`config.mk`:
```
export PLATFORM = sky130hd
export DESIGN_NAME = bridge_arbiter
export DESIGN_NICKNAME = d
export VERILOG_FILES = /design/src/rtl/bridge_arbiter_pkg.sv /design/src/rtl/bridge_arbiter_rr_pick.sv /design/src/rtl/bridge_arbiter.sv
export SDC_FILE = /design/constraint.sdc
export NUM_CORES = 1
export LEC_CHECK = 0
export BUFFER_PORTS_ARGS = -buffer_cell sky130_fd_sc_hd__buf_2
export CAP_MARGIN = 0
export CORE_AREA = 5 5 129 131
export DETAILED_ROUTE_END_ITERATION = 16
export DIE_AREA = 0 0 134 136
export GPL_TIMING_DRIVEN = 0
export PLACE_DENSITY = 0.76
export SLEW_MARGIN = 10
export SYNTH_ARGS = -nofsm -noshare
export SYNTH_HDL_FRONTEND = slang
export SYNTH_SLANG_ARGS = --single-unit
```
`constraint.sdc`:
```
create_clock -name clk -period 4.41 [get_ports clk]
set_input_delay 1.323 -clock clk [delete_from_list [all_inputs] [get_ports clk]]
set_output_delay 1.323 -clock clk [all_outputs]
set_load 0.03 [all_outputs]
```
`src/rtl/bridge_arbiter_pkg.sv`:
```
// bridge_arb_pkg: shared defines, state encoding and constants for the bridge arbiter.
// Provides MERGED_REQUEST_WIDTH (shared defines), MRW, DEFAULT_TIMEOUT_CYCLES,
// the arbiter state enum and a pointer-width helper.
`ifndef MERGED_REQUEST_WIDTH
`define MERGED_REQUEST_WIDTH 64
`endif

package bridge_arb_pkg;

    localparam int MRW = `MERGED_REQUEST_WIDTH;
    localparam int DEFAULT_TIMEOUT_CYCLES = 1024;

    typedef enum logic [1:0] {
        ST_IDLE,
        ST_FWD,
        ST_WAIT,
        ST_RET
    } arb_state_e;

    // A single port still needs a one-bit pointer/index.
    function automatic int ptr_w(input int n);
        return (n > 1) ? $clog2(n) : 1;
    endfunction

endpackage

```
`src/rtl/bridge_arbiter_rr_pick.sv`:
```
// rr_pick: combinational round-robin selector.
// Ports: req_i (request vector), ptr_i (search start), valid_o (any request), idx_o (winner).
module rr_pick #(
    parameter int N  = 2,
    parameter int PW = 1
) (
    input  logic [N-1:0]  req_i,
    input  logic [PW-1:0] ptr_i,
    output logic          valid_o,
    output logic [PW-1:0] idx_o
);

    logic [PW-1:0] j;

    // Walk offsets from farthest to nearest so the port closest to ptr_i wins.
    always_comb begin
        valid_o = 1'b0;
        idx_o   = '0;
        j       = '0;
        for (int i = N - 1; i >= 0; i--) begin
            j = PW'((int'(ptr_i) + i) % N);
            if (req_i[j]) begin
                valid_o = 1'b1;
                idx_o   = j;
            end
        end
    end

endmodule

```
`src/rtl/bridge_arbiter.sv`:
```
// bridge_arbiter: shares one bridge master among NUM_PORTS flit buffers, round-robin.
// Ports: clk/res_n; per-buffer req_avail_i/req_taken_o/req_data_i and
// resp_avail_o/resp_taken_i with broadcast resp_data_o; bridge request side
// br_req_*; bridge response side br_resp_*; grant_o (one-hot owner); timeout_o (abort pulse).
module bridge_arbiter
    import bridge_arb_pkg::*;
#(
    parameter int NUM_PORTS      = 2,
    parameter int TIMEOUT_CYCLES = DEFAULT_TIMEOUT_CYCLES
) (
    input  logic                     clk,
    input  logic                     res_n,
    input  logic [NUM_PORTS-1:0]     req_avail_i,
    output logic [NUM_PORTS-1:0]     req_taken_o,
    input  logic [NUM_PORTS*MRW-1:0] req_data_i,
    output logic [NUM_PORTS-1:0]     resp_avail_o,
    input  logic [NUM_PORTS-1:0]     resp_taken_i,
    output logic [MRW-1:0]           resp_data_o,
    output logic                     br_req_avail_o,
    input  logic                     br_req_taken_i,
    output logic [MRW-1:0]           br_req_data_o,
    input  logic                     br_resp_avail_i,
    output logic                     br_resp_taken_o,
    input  logic [MRW-1:0]           br_resp_data_i,
    output logic [NUM_PORTS-1:0]     grant_o,
    output logic                     timeout_o
);

    localparam int PW = ptr_w(NUM_PORTS);
    localparam int TW = (TIMEOUT_CYCLES > 0) ? $clog2(TIMEOUT_CYCLES + 1) : 1;
    localparam logic [PW-1:0] LAST = PW'(NUM_PORTS - 1);

    arb_state_e           state_q;
    logic                 ready_q;
    logic [PW-1:0]        rr_ptr_q, own_q, pick_idx, next_ptr;
    logic                 pick_valid;
    logic [TW-1:0]        timer_q;
    logic [NUM_PORTS-1:0] req_taken_q, resp_avail_q, grant_q, pick_oh;
    logic [MRW-1:0]       resp_data_q, br_req_data_q;
    logic                 br_req_avail_q, br_resp_taken_q, timeout_q;

    rr_pick #(.N(NUM_PORTS), .PW(PW)) u_pick (
        .req_i   (req_avail_i),
        .ptr_i   (rr_ptr_q),
        .valid_o (pick_valid),
        .idx_o   (pick_idx)
    );

    assign pick_oh  = NUM_PORTS'(1) << pick_idx;
    assign next_ptr = (own_q == LAST) ? '0 : own_q + 1'b1;

    // ready_q holds off arbitration for the first edge after reset release.
    always_ff @(posedge clk or negedge res_n) begin
        if (!res_n) begin
            state_q         <= ST_IDLE;
            ready_q         <= 1'b0;
            rr_ptr_q        <= '0;
            own_q           <= '0;
            timer_q         <= '0;
            req_taken_q     <= '0;
            resp_avail_q    <= '0;
            grant_q         <= '0;
            resp_data_q     <= '0;
            br_req_data_q   <= '0;
            br_req_avail_q  <= 1'b0;
            br_resp_taken_q <= 1'b0;
            timeout_q       <= 1'b0;
        end else begin
            ready_q         <= 1'b1;
            req_taken_q     <= '0;
            br_resp_taken_q <= 1'b0;
            timeout_q       <= 1'b0;
            case (state_q)
                ST_IDLE: if (ready_q && pick_valid) begin
                    own_q          <= pick_idx;
                    grant_q        <= pick_oh;
                    req_taken_q    <= pick_oh;
                    br_req_data_q  <= req_data_i[int'(pick_idx)*MRW +: MRW];
                    br_req_avail_q <= 1'b1;
                    state_q        <= ST_FWD;
                end
                ST_FWD: if (br_req_taken_i) begin
                    br_req_avail_q <= 1'b0;
                    timer_q        <= '0;
                    state_q        <= ST_WAIT;
                end
                ST_WAIT: if (br_resp_avail_i) begin
                    resp_data_q     <= br_resp_data_i;
                    br_resp_taken_q <= 1'b1;
                    resp_avail_q    <= grant_q;
                    state_q         <= ST_RET;
                end else if (TIMEOUT_CYCLES != 0 && timer_q == TW'(TIMEOUT_CYCLES - 1)) begin
                    timeout_q <= 1'b1;
                    grant_q   <= '0;
                    rr_ptr_q  <= next_ptr;
                    state_q   <= ST_IDLE;
                end else if (timer_q != '1) begin
                    timer_q <= timer_q + 1'b1;
                end
                ST_RET: if (resp_taken_i[own_q]) begin
                    resp_avail_q <= '0;
                    grant_q      <= '0;
                    rr_ptr_q     <= next_ptr;
                    state_q      <= ST_IDLE;
                end
                default: state_q <= ST_IDLE;
            endcase
        end
    end

    assign req_taken_o     = req_taken_q;
    assign resp_avail_o    = resp_avail_q;
    assign resp_data_o     = resp_data_q;
    assign grant_o         = grant_q;
    assign br_req_avail_o  = br_req_avail_q;
    assign br_req_data_o   = br_req_data_q;
    assign br_resp_taken_o = br_resp_taken_q;
    assign timeout_o       = timeout_q;

endmodule
```
# Yosys cells after proc, flatten, opt, wreduce, memory -nomap -nowiden
# Cells that the tools add are included.
# op_classes
n_eq_ne,14
n_lt_le_gt_ge,3
n_reduce_logical,14
bitwise_logic,0
n_mux,41
n_shift,2
n_div,0
mul,0
n_addsub,3
# ops
op,count
indexed part select 128 x 8 -> 64 bit,1
two-way mux 11 bit,4
one-hot mux 11 bit (2 select lines),1
two-way mux 1 bit,21
two-way mux 2 bit,10
inequality test 2 bit (second input constant),8
adder 11 x 1 -> 11 bit (second input constant),1
== test 11 x 10 -> 1 bit (second input constant),1
inequality test 11 bit (second input constant),1
AND reduction 5 bit,2
one-hot mux 2 bit (4 select lines),1
AND reduction 4 bit,2
< comparator 1 x 2 -> 1 bit (second input constant),3
one-hot mux 2 bit (3 select lines),1
AND reduction 3 bit,2
nonzero test 2 bit,3
== test 2 bit (second input constant),2
one-hot mux 1 bit (2 select lines),2
one-hot mux 2 bit (2 select lines),1
AND reduction 2 bit,2
inequality test 3 bit (second input constant),1
nonzero test 3 bit,1
adder 1 bit (second input constant),2
== test 2 x 1 -> 1 bit (second input constant),1
3 further kinds,3
# word_totals
latch_bits,0
romBits,0
memories,0
in_bits,200
ramBits,0
reg_bits,153

# Longest topological paths before layout
# Gate-level depths: netlist of run 1.
# depth
ltp_word,8
ltp_mapped,7
depth_no_buf,5

# By module
# Synthesis of run 1 repeated with hierarchy kept, for this count alone.
# unflattened
cells_unflattened,676
hier_area_um2,6552.5
# by_module_without_submodules
module,cells_per_inst,area_each_um2,n_inst
bridge_arbiter,673,6535.0,1
rr_pick,3,17.5,1

# Worst setup path after synthesis of run 1
# OpenSTA, ideal clock, no wires.
# synth_timing
path_type,input to register
start,input port req_avail_i[0]
end,"register br_req_data_q[57], in the netlist br_req_data_o[57]"
slack_ps,2013
setup_time_ps,135
required_ps,4275
path_stages,6
arrival_ps,2263
cell_sequence,o21ai_1 > or3_1 > buf_2 > clkbuf_1 > nand2_1 > o21ai_0
# synth_via
elab_chain_len,6
elab_cells_between_ends,11
cone_classes,1 x shift; 8 x mux; 2 x reduce/logical
# synth_lines
element,line,text
"start, declared",bridge_arbiter.sv:13,"input logic [NUM_PORTS-1:0] req_avail_i,"
branches (longest 6 deep; another with indexed part select 128 x 8 -> 64 bit),--,
"end signal, assigned",bridge_arbiter.sv:78,br_req_data_q <= req_data_i[int'(pick_idx)*MRW +: MRW];
"end, declared",bridge_arbiter.sv:39,"logic [MRW-1:0] resp_data_q, br_req_data_q;"
# Parallel ways; which one is timed is not known. The select of a mux whose other input is x is not followed.
# A chain may end at the register's enable or synchronous reset.

# Worst setup path in the final report of run 1
# layout_timing
start,input port req_avail_i[0]
end,"register br_req_data_q[24], in the netlist br_req_data_o[24]"
# Same word-level chain as after synthesis.

==> metrics.yaml, run 1 <==
status:
  status: "finished, final reports clean"
layout:
  finalNonFillerCells: 1229
  nets: 1225
  final_common_cell: "buf_2"
  multi_input_area_um2: 2490
  seq_area_um2: 3830
  fillers: 1361
  syn_to_final_growth_pct: 39.3
  final_cell_mix: "buf_2, nand2_1, dfrtp_1"
  drive_gt1_frac: 0.374
  antennaDiodeCount: 0
clock_tree:
  cts_tree: "done"
  clk_transition_reported_paths_ps: 60
  cts_buffers: 17
  cts_max_level: 4
  cts_max_path_buffers: 2
  insertion_delay_ps: 410
  cts.repair.resized: 0
  post_cts_buffers: 0
  clkSinkCount: 153
  holdBufCountCts: 0
  clockRootBuffer: "clkbuf_16"
sta:
  grt_setup_unrepaired: "no"
  finalCritPeriodShare: 0.578
  hold_ws_ps: 469
  fin_crit_ps: 2550
  worstMarginPinSlew_ps: 584
  finalHoldViolCount: 0
  max_freq_mhz: 392
  slew_headroom: 0.611
  slew_viol_final: 0
  setup_viol: 0
  finClkSkew_ps: 5.97
yosys:
  syn_area_per_cell_um2: 9.77
  syn_nets: 869
  synth-async-reset-ratio: 1.00
  ys_dominant_reg_cell: "dfrtp_1"
  synth.distinct_cells: 47
  syn-cell-area_um2: 6530
  postSynthCellCount: 668
  yosysWarnings: 0
  synth-edff-count: 0
  ys_ff_latch: 153
  synth-seq-area-share: 0.587
die:
  fp.coreArea_um2: 15500
  pin_count: 337
  start_util: 0.421
  die_h_um: 136
  rows: 46
  die_area_um2: 18200
  die_w_um: 134
route:
  vias_per_cell: 4.88
  dr.pass1.iters: 4
  post-route-drc-count: 0
  drt_iter0_drc: 218
  ant_nets: 0
  vias: 5998
  wl_per_cell_um: 16.1
  totalWireLength_um: 19800
global_routing:
  grt_pass1_wl_um: 31100
  grt.total_usage: 0.216
  antenna_found_initial: 1
  grt_pass1_vias: 6131
  grt_max_degree: 79
  grt_overflow: 0
power_and_ir_drop:
  p_total_w: 0.00678
  power.density_nw_per_um2: 746
  p_leak_nw: 5.18
  vdd_ir_drop_max_uv: 328
placement:
  globalplace.congestion: 0.796
  portBuffers: 336
  dp.cells: 1197
  dp_hpwl_um: 15600
worst_setup_path:
  cp.required_ps: 4740
  end_kind: "flop"
  cp_data_arrival_time_ps: 2880
  critPathMaxFanout: 10
  crit_type: "input port to flop"
  startpoint_type: "input port"
job:
  maxCapViolCount: 0
hold_path:
  hp-class: "flop to flop"
critical path, cell delays in order:
cell      delay [ps]
buf_2            110
o21ai_1          210
or3_1            310
buf_2            290
clkbuf_1         420
nand2_1          110
o21ai_0           90
synth_stat cells (3+ instances only):
| master | count | area, um2 |
|---|---|---|
| buf_1 | 7 | 26.3 |
| clkbuf_1 | 20 | 75.1 |
| o21ai_0 | 69 | 345 |
| a21o_1 | 4 | 30.0 |
| nor2_1 | 6 | 22.5 |
| nand2_1 | 264 | 991 |
| mux2i_1 | 66 | 661 |
| or3_1 | 5 | 31.3 |
| dfrtp_1 | 153 | 3830 |
| inv_1 | 7 | 26.3 |
| a31oi_1 | 3 | 18.8 |
| buf_2 | 9 | 45.0 |
| nand3_1 | 7 | 35.0 |
| nor2b_1 | 3 | 18.8 |
| a211o_1 | 3 | 26.3 |
layout make-up:
class                      instances  area share
sequential                       153       0.421
multi-input combinational        469       0.274
timing repair buffer             337       0.189
clock buffer                      19      0.0476
tap                              192      0.0264
buffer                            39      0.0198
clock inverter                    13      0.0187
inverter                           7     0.00289
flip-flops by register name, indices dropped and copies added (netlist names), 2 cells and up:
signal	cells
br_req_data_o	64
resp_data_o	64
timer_q	11
grant_o	2
req_taken_o	2
resp_avail_o	2
state_q	2
stage by stage:
stage	utilization	instance area, um2	worst slack (ps)	setup TNS [ps]
after global routing	0.587	9090	1740	0
after detailed placement	0.548	8480	1390	0
final	0.587	9090	1860	0
after global placement	0.546	8450	-215	-31090
after floorplan	-	6530	2010	0
after CTS	0.587	9090	1850	0
power breakdown:
group	switching, W	leakage [nW]	internal [W]
sequential	0.000334	1.93	0.00200
clock	0.000584	0.284	0.000896
combinational	0.00212	2.96	0.000851
total	0.00304	5.18	0.00374
logic make-up (layout without fill, tap and decap cells):
family | count (synthesis) | after routing | synth area share
buffers and inverters | 46 | 415 | 0.0316
multiplexers | 66 | 66 | 0.101
AO/OA/AOI/OAI | 95 | 95 | 0.0855
flip-flops | 153 | 153 | 0.587
AND/OR/NAND/NOR | 306 | 306 | 0.192
adder cells (fa/ha/maj) | 1 | 1 | 0.00192
other | 1 | 1 | 0.000575
path summary, 6_finish.rpt:
kind                            slack [ps]           start                end  cells past startpoint
min in group asynchronous              860           res_n    resp_data_o[60]                      1
max in group asynchronous             2770           res_n  br_req_data_o[47]                      2
worst max-delay path                  1860  req_avail_i[0]  br_req_data_o[24]                      7
worst min-delay path                   470  resp_data_o[7]     resp_data_o[7]                      2
worst min register to register         470  resp_data_o[7]     resp_data_o[7]                      2
worst max register to register        2560      state_q[1]  br_req_data_o[24]                      5
per-layer routing:
metal	routed length (um)	share of wire	vias up	track usage
met1	7910	0.40	2776	0.260
li1	-	-	2923	-
met4	490	0.025	2	0.0806
met5	13	0.00066	-	0
met2	9760	0.49	263	0.366
met3	1600	0.081	34	0.0692
No activity file was read; power rests on OpenSTA's default activity.
==> run 2, diff against run 1 <==
--- a/config.mk
+++ b/config.mk
@@ -5,13 +5,14 @@
 export SDC_FILE = /design/constraint.sdc
 export NUM_CORES = 1
 export LEC_CHECK = 0
+export ABC_AREA = 1
 export BUFFER_PORTS_ARGS = -buffer_cell sky130_fd_sc_hd__buf_2
 export CAP_MARGIN = 0
-export CORE_AREA = 5 5 129 131
+export CORE_MARGIN = 5
+export CORE_UTILIZATION = 42
 export DETAILED_ROUTE_END_ITERATION = 16
-export DIE_AREA = 0 0 134 136
 export GPL_TIMING_DRIVEN = 0
-export PLACE_DENSITY = 0.76
+export PLACE_DENSITY = 0.77
 export SLEW_MARGIN = 10
 export SYNTH_ARGS = -nofsm -noshare
 export SYNTH_HDL_FRONTEND = slang
==> constraint.sdc (replaced) <==
create_clock -name clk -period 2.2 [get_ports clk]
set_input_delay 0.66 -clock clk [delete_from_list [all_inputs] [get_ports clk]]
set_output_delay 0.66 -clock clk [all_outputs]
set_load 0.03 [all_outputs]
==> metrics.yaml, run 2 <==
power_and_ir_drop:
  combPwrFrac: 0.458  # +0.020
  p_leak_nw: 5.27  # +1.7%
  power_switching_w: 0.00648  # +110%
  vdd_ir_drop_max_uv: 931  # +180%
  pwr-share-seq: 0.324  # -0.020
  p_int_w: 0.00820  # +120%
  clkPwrFrac: 0.218  # about the same
  switching_share: 0.441  # -0.00674
  power.density_nw_per_um2: 1570  # +110%
die:
  start_util: 0.426  # +0.00413
  die_w_um: 136  # +1.8%
  die_area_um2: 18600  # +2.1%
  fp.coreArea_um2: 15800  # +1.9%
  pin_count: 337  # unchanged
  rows: 46  # unchanged
  die_h_um: 136  # +0.30%
worst_setup_path:
  end_kind: "flop"
  worst-r2r-setup-slack_ps: 450  # -2110 ps
  crit_slowest_cell: "dfrtp_1"
  critPathMostFrequentCell: "nand2_1"
  crit_type: "flop to flop"
  startpoint_type: "flop"
  cp.required_ps: 2550  # -2190 ps
  crit_buf_inv: 2  # -1
  crit_chain: "ha_1 > nand2_1 > nor2_2 > nand3_1 > nand2_1 > inv_1 > clkbuf_1 > nand3_1 > nand2_1"
  cp_slowest_stage_delay_ps: 440  # +20 ps
  critPathMaxFanout: 10  # unchanged
  cp_data_arrival_time_ps: 2100  # -780 ps
  cpLargestDelayFamily: "simple AND/OR/NAND/NOR gates"
clock_tree:
  holdBufCountCts: 0  # unchanged
  cts_buffers: 17  # unchanged
  post_cts_buffers: 0  # unchanged
  clockRootBuffer: "clkbuf_16"
  cts_max_level: 4  # unchanged
  clkSinkCount: 153  # unchanged
  cts.repair.resized: 0  # unchanged
  insertion_delay_ps: 420  # about the same
  cts_max_path_buffers: 2  # unchanged
  clk_transition_reported_paths_ps: 60  # about the same
  cts_tree: "done"
global_routing:
  antenna_found_initial: 4  # +3
  grt.total_usage: 0.215  # -0.000931
  grt_pass1_wl_um: 31200  # about the same
  grt_max_degree: 82  # +3.8%
  grt_pass1_vias: 6277  # +2.4%
  grt_overflow: 0  # unchanged
sta:
  worstMarginPinSlew_ps: 559  # -25.0 ps
  fin_crit_ps: 1750
  finalCritPeriodShare: 0.794
  hold_ws_ps: 195  # -274 ps
  slew_headroom: 0.627  # +0.0167
  finalSetupTns_ps: 0  # unchanged
  max_freq_mhz: 572
  setup_viol: 0  # unchanged
  finalHoldViolCount: 0  # unchanged
  slew_viol_final: 0  # unchanged
  grt_setup_unrepaired: "no"
  finClkSkew_ps: 9.90  # +3.94 ps
yosys:
  yosysWarnings: 0  # unchanged
  yosys.area.top_type_share: 0.570  # -0.0163
  synth_common_cells: "nand2_1, dfrtp_1, a22oi_2, buf_2, nand3_1"
  yosys.area.top_type: "dfrtp_1"
  syn_area_per_cell_um2: 9.18  # -6.0%
  syn-cell-area_um2: 6710  # +2.9%
  yosys.cell_count.top_type: "nand2_1"
  ys_dominant_reg_cell: "dfrtp_1"
  synthTopCellsByArea: "dfrtp_1, nand2_1, a22oi_2"
  synth-seq-area-share: 0.570  # -0.0163
  syn_nets: 932  # +7.2%
  postSynthCellCount: 731  # +9.4%
  synth-async-reset-ratio: 1.00  # unchanged
  synth-edff-count: 0  # unchanged
  synth.distinct_cells: 27  # -43%
  ys_ff_latch: 153  # unchanged
route:
  totalWireLength_um: 20400  # +2.9%
  wl_per_cell_um: 15.5  # -3.9%
  vias: 6191  # +3.2%
  dr.pass1.iters: 4  # unchanged
  vias_per_cell: 4.70  # -3.6%
  drt_iter0_drc: 229  # +5.0%
  ant_nets: 0  # unchanged
  post-route-drc-count: 0  # unchanged
layout:
  final_util: 0.593  # +0.00635
  multi_input_area_um2: 2540  # +2.0%
  drive_gt1_frac: 0.425  # +0.0504
  nets: 1288  # +5.1%
  antennaDiodeCount: 0  # unchanged
  final_cell_mix: "nand2_1, buf_2, dfrtp_1"
  finalNonFillerCells: 1316  # +7.1%
  syn_to_final_growth_pct: 39.4
  fillers: 1414  # +3.9%
  seq_area_um2: 3830  # unchanged
  final_common_cell: "nand2_1"
placement:
  portBuffers: 336  # unchanged
  dp_hpwl_um: 16000  # +2.6%
  globalplace.congestion: 0.840  # +5.5%
  dp.cells: 1284  # +7.3%
status:
  status: "finished, final reports clean"
job:
  maxCapViolCount: 0  # unchanged
hold_path:
  hp-class: "input port to asynchronous set/reset pin"
-- run 2: cell count changes in the layout (fill, tap and decap cells not counted), moves of 6 or more --
cell | previous run | this run
nand2_1 | 264 | 389
nor2_1 | 6 | 16
a22oi_2 | 0 | 48
nand3_1 | 7 | 19
o21ai_0 | 69 | 5
buf_4 | 1 | 7
a22oi_1 | 0 | 16
inv_1 | 7 | 17
clkbuf_1 | 22 | 2
buf_1 | 7 | 0
buf_6 | 1 | 9
buf_2 | 344 | 355
mux2i_1 | 66 | 0
-- run 2: layout make-up --
cell class	count	share of cell area
Buffer	38	0.0279
Clock buffer	20	0.0499
Clock inverter	12	0.0202
Inverter	22	0.00883
Multi-Input combinational cell	518	0.271
Sequential cell	153	0.409
Tap cell	216	0.0289
Timing Repair Buffer	337	0.184
-- run 2: per-layer routing --
metal  up-vias  GRT usage  wire length, um
li1       3057          -                -
met4         8     0.0739              432
met1      2836      0.233             7440
met2       251      0.375            10200
met3        39     0.0962             2280
met5         -          0               46
-- run 2: cells by family after synthesis --
family / synth area share
adders and majority gates: 0.00186
AOI/OAI and AO/OA: 0.116
DFF: 0.570
and+or+nand+nor: 0.256
xor gates and xnor gates: 0.00392
buffers and inverters: 0.0513
other: 0.000559
-- run 2: final timing paths --
| check | from | to | cells past startpoint |
|---|---|---|---|
| max reg2reg | timer_q[0] | timer_q[3] | 9 |
| min | res_n | resp_data_o[52] | 1 |
| max | timer_q[0] | timer_q[3] | 9 |
| min in group clk | br_resp_data_i[31] | resp_data_o[31] | 3 |
| max in group asynchronous | res_n | br_req_data_o[39] | 2 |
| min reg2reg | resp_data_o[27] | resp_data_o[27] | 2 |
-- run 2: stage by stage --
step | worst slack (ps) | instance area, um2 | total power (W)
floorplan | 590 | 6710 | 0.00938
global placement | -1830 | 8660 | 0.0114
detailed placement | 322 | 8700 | 0.0116
CTS | 457 | 9360 | 0.0148
global route | 296 | 9360 | 0.0156
finish | 453 | 9360 | 0.0147
-- run 2: power groups by stage --
stage,clock [W],combinational (W),sequential [W]
final,0.00320,0.00672,0.00475
after global routing,0.00340,0.00729,0.00490
after CTS,0.00327,0.00681,0.00474
after detailed placement,0,0.00680,0.00478
after global placement,0,0.00670,0.00474
after floorplan,0,0.00234,0.00704
